## config.mk

```make
export PLATFORM = sky130hd
export DESIGN_NAME = msdap_ctrl_mc
export DESIGN_NICKNAME = d
export VERILOG_FILES = /design/src/rtl/msdap_ctrl_mc.sv
export SDC_FILE = /design/constraint.sdc
export NUM_CORES = 1
export LEC_CHECK = 0
export CAP_MARGIN = 40
export CORE_ASPECT_RATIO = 0.8
export CORE_MARGIN = 2
export CORE_UTILIZATION = 45
export CTS_CLUSTER_DIAMETER = 40
export DETAILED_ROUTE_END_ITERATION = 10
export PLACE_DENSITY = 0.69
export SLEW_MARGIN = 0
export SYNTH_ARGS = -nofsm -noshare
export SYNTH_HDL_FRONTEND = slang
export SYNTH_SLANG_ARGS = --single-unit
```

## constraint.sdc

```tcl
create_clock -name clk -period 2.89 [get_ports clk]
set_input_delay 0.289 -clock clk [delete_from_list [all_inputs] [get_ports clk]]
set_output_delay 0.289 -clock clk [all_outputs]
set_load 0.02 [all_outputs]
```

## src/rtl/msdap_ctrl_mc.sv

```systemverilog
// Sequencing controller for the multi-channel MSDAP datapath: loads the Rj and
// coefficient tables, then runs the sample loop with per-channel sleep tracking.
//
// state      | meaning
// INIT       | clear all memories, ALU and back end; zero every counter
// WAIT_RJ    | wait for frame before the Rj table
// READ_RJ    | write one Rj word per word_valid
// WAIT_COEFF | wait for frame before the coefficient table
// READ_COEFF | write one coefficient word per word_valid
// WAIT_DATA  | wait for frame before samples
// WORKING    | write samples, kick the ALU, forward results
// CLEARING   | one-cycle soft clear of samples, ALU and back end
// SLEEPING   | every channel idle; samples written, ALU and back end held
module msdap_ctrl_mc #(
    parameter int NUM_CH      = 2,
    parameter int RJ_DEPTH    = 16,
    parameter int COEFF_DEPTH = 512,
    parameter int DATA_DEPTH  = 256,
    parameter int ZERO_RUN    = 800,
    localparam int RJ_AW = (RJ_DEPTH > 1) ? $clog2(RJ_DEPTH) : 1,
    localparam int CF_AW = (COEFF_DEPTH > 1) ? $clog2(COEFF_DEPTH) : 1,
    localparam int DT_AW = (DATA_DEPTH > 1) ? $clog2(DATA_DEPTH) : 1
) (
    input  logic              clk,
    input  logic              reset,
    input  logic              start,
    input  logic              frame,
    input  logic              word_valid,
    input  logic [NUM_CH-1:0] ch_zero,
    input  logic              clear_req,
    input  logic              conv_done,
    output logic              in_ready,
    output logic              rj_wr_en,
    output logic [RJ_AW-1:0]  rj_addr,
    output logic              coeff_wr_en,
    output logic [CF_AW-1:0]  coeff_addr,
    output logic              data_wr_en,
    output logic [DT_AW-1:0]  data_addr,
    output logic              mem_clear,
    output logic              data_clear,
    output logic              alu_start,
    output logic              alu_clear,
    output logic              p2s_clear,
    output logic              p2s_load,
    output logic [NUM_CH-1:0] ch_sleep,
    output logic [3:0]        state_o
);

    localparam int ZW = $clog2(ZERO_RUN + 1);

    typedef enum logic [3:0] {
        INIT       = 4'd0,
        WAIT_RJ    = 4'd1,
        READ_RJ    = 4'd2,
        WAIT_COEFF = 4'd3,
        READ_COEFF = 4'd4,
        WAIT_DATA  = 4'd5,
        WORKING    = 4'd6,
        CLEARING   = 4'd7,
        SLEEPING   = 4'd8
    } state_t;

    state_t            state, state_next;
    logic [ZW-1:0]     zero_cnt  [NUM_CH];
    logic [ZW-1:0]     zero_next [NUM_CH];
    logic [NUM_CH-1:0] sleep_next;
    logic              abort;
    logic              run_state;
    logic              clear_ok;
    logic              zr_upd;
    logic              alu_start_q;

    assign abort     = reset | start;
    assign run_state = (state == WORKING) || (state == SLEEPING);
    assign clear_ok  = clear_req && ((state == WAIT_DATA) || run_state);

    // A clear request takes the cycle: the coincident word is dropped.
    assign rj_wr_en    = (state == READ_RJ) & word_valid & ~abort;
    assign coeff_wr_en = (state == READ_COEFF) & word_valid & ~abort;
    assign data_wr_en  = run_state & word_valid & ~abort & ~clear_req;
    assign zr_upd      = data_wr_en;

    always_comb begin
        for (int c = 0; c < NUM_CH; c++) begin
            zero_next[c] = zero_cnt[c];
            if (zr_upd) begin
                if (!ch_zero[c])
                    zero_next[c] = '0;
                else if (zero_cnt[c] != ZW'(ZERO_RUN))
                    zero_next[c] = zero_cnt[c] + 1'b1;
            end
            sleep_next[c] = (zero_next[c] == ZW'(ZERO_RUN));
            ch_sleep[c]   = (zero_cnt[c] == ZW'(ZERO_RUN));
        end
    end

    always_comb begin
        state_next = state;
        case (state)
            INIT:       state_next = WAIT_RJ;
            WAIT_RJ:    if (frame) state_next = READ_RJ;
            READ_RJ:    if (rj_wr_en && rj_addr == RJ_AW'(RJ_DEPTH - 1)) state_next = WAIT_COEFF;
            WAIT_COEFF: if (frame) state_next = READ_COEFF;
            READ_COEFF: if (coeff_wr_en && coeff_addr == CF_AW'(COEFF_DEPTH - 1)) state_next = WAIT_DATA;
            WAIT_DATA:  if (frame) state_next = WORKING;
            WORKING:    if (&sleep_next) state_next = SLEEPING;
            SLEEPING:   if (word_valid && !(&ch_zero)) state_next = WORKING;
            CLEARING:   state_next = WAIT_DATA;
            default:    state_next = INIT;
        endcase
        if (clear_ok)
            state_next = CLEARING;
    end

    always_ff @(posedge clk) begin
        if (abort) begin
            state       <= INIT;
            rj_addr     <= '0;
            coeff_addr  <= '0;
            data_addr   <= '0;
            alu_start_q <= 1'b0;
            for (int c = 0; c < NUM_CH; c++)
                zero_cnt[c] <= '0;
        end else begin
            state <= state_next;
            // The word that puts the last channel to sleep does not start the ALU.
            alu_start_q <= data_wr_en && (state_next == WORKING);

            if (state == INIT) begin
                rj_addr    <= '0;
                coeff_addr <= '0;
            end else begin
                if (rj_wr_en)
                    rj_addr <= (rj_addr == RJ_AW'(RJ_DEPTH - 1)) ? '0 : rj_addr + 1'b1;
                if (coeff_wr_en)
                    coeff_addr <= (coeff_addr == CF_AW'(COEFF_DEPTH - 1)) ? '0 : coeff_addr + 1'b1;
            end

            if (state == INIT || state == CLEARING)
                data_addr <= '0;
            else if (data_wr_en)
                data_addr <= (data_addr == DT_AW'(DATA_DEPTH - 1)) ? '0 : data_addr + 1'b1;

            for (int c = 0; c < NUM_CH; c++) begin
                if (state == INIT || state == CLEARING)
                    zero_cnt[c] <= '0;
                else
                    zero_cnt[c] <= zero_next[c];
            end
        end
    end

    assign in_ready   = (state != INIT) && (state != CLEARING);
    assign mem_clear  = (state == INIT);
    assign data_clear = (state == CLEARING);
    assign alu_clear  = (state == INIT) || (state == CLEARING);
    assign p2s_clear  = (state == INIT) || (state == CLEARING);
    assign p2s_load   = (state == WORKING) && conv_done;
    assign alu_start  = alu_start_q;
    assign state_o    = state;

endmodule

```

# After elaboration in Yosys (flattened, before gate mapping)
# Memory sizes are Yosys's and may differ from the RTL's.
# Cells that the tools add are included.
# op_classes
n_bitwise	14
eq_ne	19
muxes	30
add_sub_neg	5
n_reduce_logical	17
# op_table
operator	n
$mux W10	10
$eq A10 B10 Y1 const B	4
$mux W4	9
$pmux W4 S9	1
$add A10 B1 Y10 const B	2
$eq A4 B3 Y1 const B	5
$ne A10 B10 Y1 const B	2
$add A9 B1 Y9 const B	1
$eq A9 B9 Y1 const B	1
$mux W9	1
$add A8 B1 Y8 const B	1
$eq A4 B2 Y1 const B	2
$eq A4 B4 Y1 const B	2
$eq A8 B8 Y1 const B	1
$mux W1	8
$mux W8	1
$and A1 B1 Y1	7
$logic_and A1 B1 Y1	7
$or A1 B1 Y1	5
$add A4 B1 Y4 const B	1
$eq A4 B1 Y1 const B	1
$logic_not A4 Y1	1
$ne A4 B3 Y1 const B	1
$reduce_and A2 Y1	2
5 further kinds	9
# totals
register_bits	26
out_inout_bits	37
ramBits	20
in_bits	9
mem_count	1
wordCells	91
# memory_table
memory	words	width	read_ports	rd_clocked_by_memory_dff	write_ports	line	text
zero_cnt	2	10	2	0	2	64	logic [ZW-1:0] zero_cnt [NUM_CH];

# Longest topological paths before layout
# logic_depth
ltp_word	13
depth_mapped	11
mapped_depth_nobuf	10

# Worst setup path after synthesis
# OpenSTA, ideal clock, no wires.
# synth_path
path_kind	register -> register
startpoint	memory zero_cnt[1][0] (netlist name)
endpoint	register alu_start_q, in the netlist alu_start
period_less_slack_ps	2607
path_stages_with_launch	12
arrival_time_ps	2470
setup_ps	137
path_buffers	1
t_required_ps	2753
slack_ps	283
path_cell_list	edfxtp_1 inv_1 ha_1 or3b_1 or4_1 buf_2 inv_1 xnor2_1 a21oi_1 nand4_1 nor4_4 a311oi_1
# synth_lines
element	line	text
start, declared	64	
end signal, assigned	127	alu_start_q <= data_wr_en && (state_next == WORKING);
end, declared	71	logic alu_start_q;

==> impl_results.md <==
* Peak Freq at 382 MHz
* Async set or reset register ratio after synthesis at 0%
* Syn avg cell area at 8.40 sq um
* Synth Warn # at 0
* Worst setup margin at 0.269 ns
* Main synth FF type: dfxtp_1
* Cts bufs inserted at 5
* Clock tree buffer depth at 2
* Fill count at 623
* Storage element area at 1120 sq um
* Number of synthesized flops with an enable pin at 20
* Placer congestion estimate at 0.928
* Crit share post-route at 90.7%
* Clock Latency Late Sink at 0.30 ns
* Setup-failing EPs final at 0
* Setup tns final at 0 ns
* Crit-path slowest cell: clkdlybuf4s50_1
* Hold wc startpoint: data_addr[7]
* Crit path required time at 2.60 ns
* Leak at 0.00136 uW
* Core footprint at 6380 sq um
* Port Buffers at 45
* Worst Setup End Kind: output pin
* DR iter-0 viols at 128
* Critical Path, Cell by Cell: inv_1, ha_1, nand3b_1, nor4_1, clkdlybuf4s50_1
* Resize count post-CTS at 1
* WL final at 7040 um
* Area Growth Syn to Fin at 26.0%
* Relative max-transition margin at 55.2%
* CTS tree: yes
* Layout cells sized above 1 at 7.76%
* Hold Fails Final Rpt at 0
* Max Cap Viol at 0
* Post-cts hold buffer count at 0
* Min-delay worst type: flop to flop
* Total Power at 1250 uW
* PD cells at 334 nW/um^2
* Antenna diodes at 0
* Commonest non-fill, non-tap cell in the layout: nor2_1
* GRT Overall Usage at 20.1%
* Netlist Area Pre-Place at 2970 sq um
* DP Worst Slack at 0.188 ns
* DRC at 0
* Peak supply drop at 237 uV
* RSZ-0062 raised after global routing: no
* Nets@finish at 441
* Flops & latches, synth at 46
* Die Ht at 76.6 um
* Overflow after GRT at 0
* Worst setup startpoint: zero_cnt[0][0]
* 1st-pass router iterations at 4
* Initial antenna violation count at 0
* Register area share after synthesis at 37.8%
* Critical path class: flop to output pin
* Status: completed
* Hpwl dp at 5320 um
* Die Area at 7260 sq um
* DRT antenna net count at 0
* Vias in the first global route at 2524
* Final core occ at 58.6%
* Synth cell types at 61
* Worst Skew at 0.00636 ns
* Maximum number of pins on one net before global-route repair at 20
* I/O pin cnt at 46
* First-pass GRT wire length at 11800 um
* Rows at 26
* CTS H-tree lvls at 2
* Multi-input gate area at 1790 sq um
* Crit path max fanout at 7
* Die width at 94.8 um
* Worst EP arrival at 2.33 ns
* Vias at 2766
* Slew @ Worst Pin at 0.665 ns
* Via density at 5.43
* Post-Synthesis Cells at 353
* Wire length per cell at 13.8 um
* Final min period at 2.62 ns
* Max incr delay on CP at 0.71 ns
* Initial Utilization at 46.5%
* Sink Count at 46
* Fin. max-slew vios at 0
* Most frequent cells in the layout: 53 x nor2_1, 44 x clkdlybuf4s50_1, 35 x nand2_1
* R2r startpoint: zero_cnt[1][1]
* CTS root buffer: clkbuf_8
* Clock Pin Slew Worst Setup and Hold Paths at 0.09 ns
* Post CTS Setup Buffer Count at 0
* R2R Setup Slk at 0.27 ns
* Crit start category: flop
-- metal layers --
metal	GRT usage, %	vias to the layer above	share of wire (%)
met3	4.55	6	5.6
li1	-	1385	-
met2	30.4	82	45
met4	5.94	0	0.99
met1	28.5	1293	48
met5	0	-	0
-- cells in the mapped netlist (6+ instances only) --
library cell	number	area, sq um
or3_1	8	50.1
nand4_1	13	81.3
edfxtp_1	20	601
ha_1	8	100
xnor2_1	13	114
inv_1	17	63.8
nor3_1	7	35.0
nand2b_1	6	37.5
nor2_1	53	199
buf_2	6	30.0
clkbuf_1	7	26.3
nand2_1	35	131
o21ai_0	12	60.1
a21oi_1	20	100
xor2_1	14	123
dfxtp_1	26	521
nand3_1	15	75.1
-- cell families after synthesis --
kind of cell,after synthesis,share of synthesized area (%)
AND/OR/NAND/NOR,166,28.9
AO/OA/AOI/OAI,67,15.6
flip-flops,46,37.8
buffers and inverters,33,4.56
XOR/XNOR,27,7.97
adder cells (fa/ha/maj),8,3.37
multiplexers,5,1.69
other,1,0.126
-- power breakdown --
group          switching, uW  total [uW]  internal (uW)
Combinational           72.7         132           59.0
Sequential              22.6         714            691
Clock                    233         404            171
Total                    328        1250            921
-- critical path: cells and delay by family (launching register included) --
kind | cells | cell delay [ns]
AND/OR/NAND/NOR | 2 | 0.48
adder cells (fa/ha/maj) | 1 | 0.19
flip-flops | 1 | 0.52
buffers and inverters | 2 | 0.84
-- path summary, 6_finish.rpt --
kind / endpoint / cells past startpoint
setup / recovery: ch_sleep[0] / 5
hold / removal: data_addr[7] / 2
setup reg to reg: state_o[3] / 9
hold reg to reg: data_addr[7] / 2
-- sequential cells by signal, summed over array words and instances (netlist names) --
signal,flops
state_o,4
data_addr,8
zero_cnt,20
rj_addr,4
alu_start,1
coeff_addr,9
-- area by class of cell --
| class | instances | area share [%] |
|---|---|---|
| clock buffer | 5 | 1.84 |
| clock inverter | 3 | 0.536 |
| inverter | 17 | 1.71 |
| multi-input combinational | 293 | 47.8 |
| sequential | 46 | 30.0 |
| tap | 84 | 2.81 |
| timing repair buffer | 61 | 15.3 |
-- metrics by stage --
step / hold slack (ns) / area [sq um] / std cells
2_1_floorplan: 0.361 / 3040 / 372
3_3_place_gp: 0.494 / 3640 / 501
3_5_place_dp: 0.505 / 3640 / 501
4_1_cts: 0.519 / 3730 / 509
5_1_grt: 0.545 / 3740 / 509
6_report: 0.514 / 3740 / 509
Power figures use the tool's default switching activity.
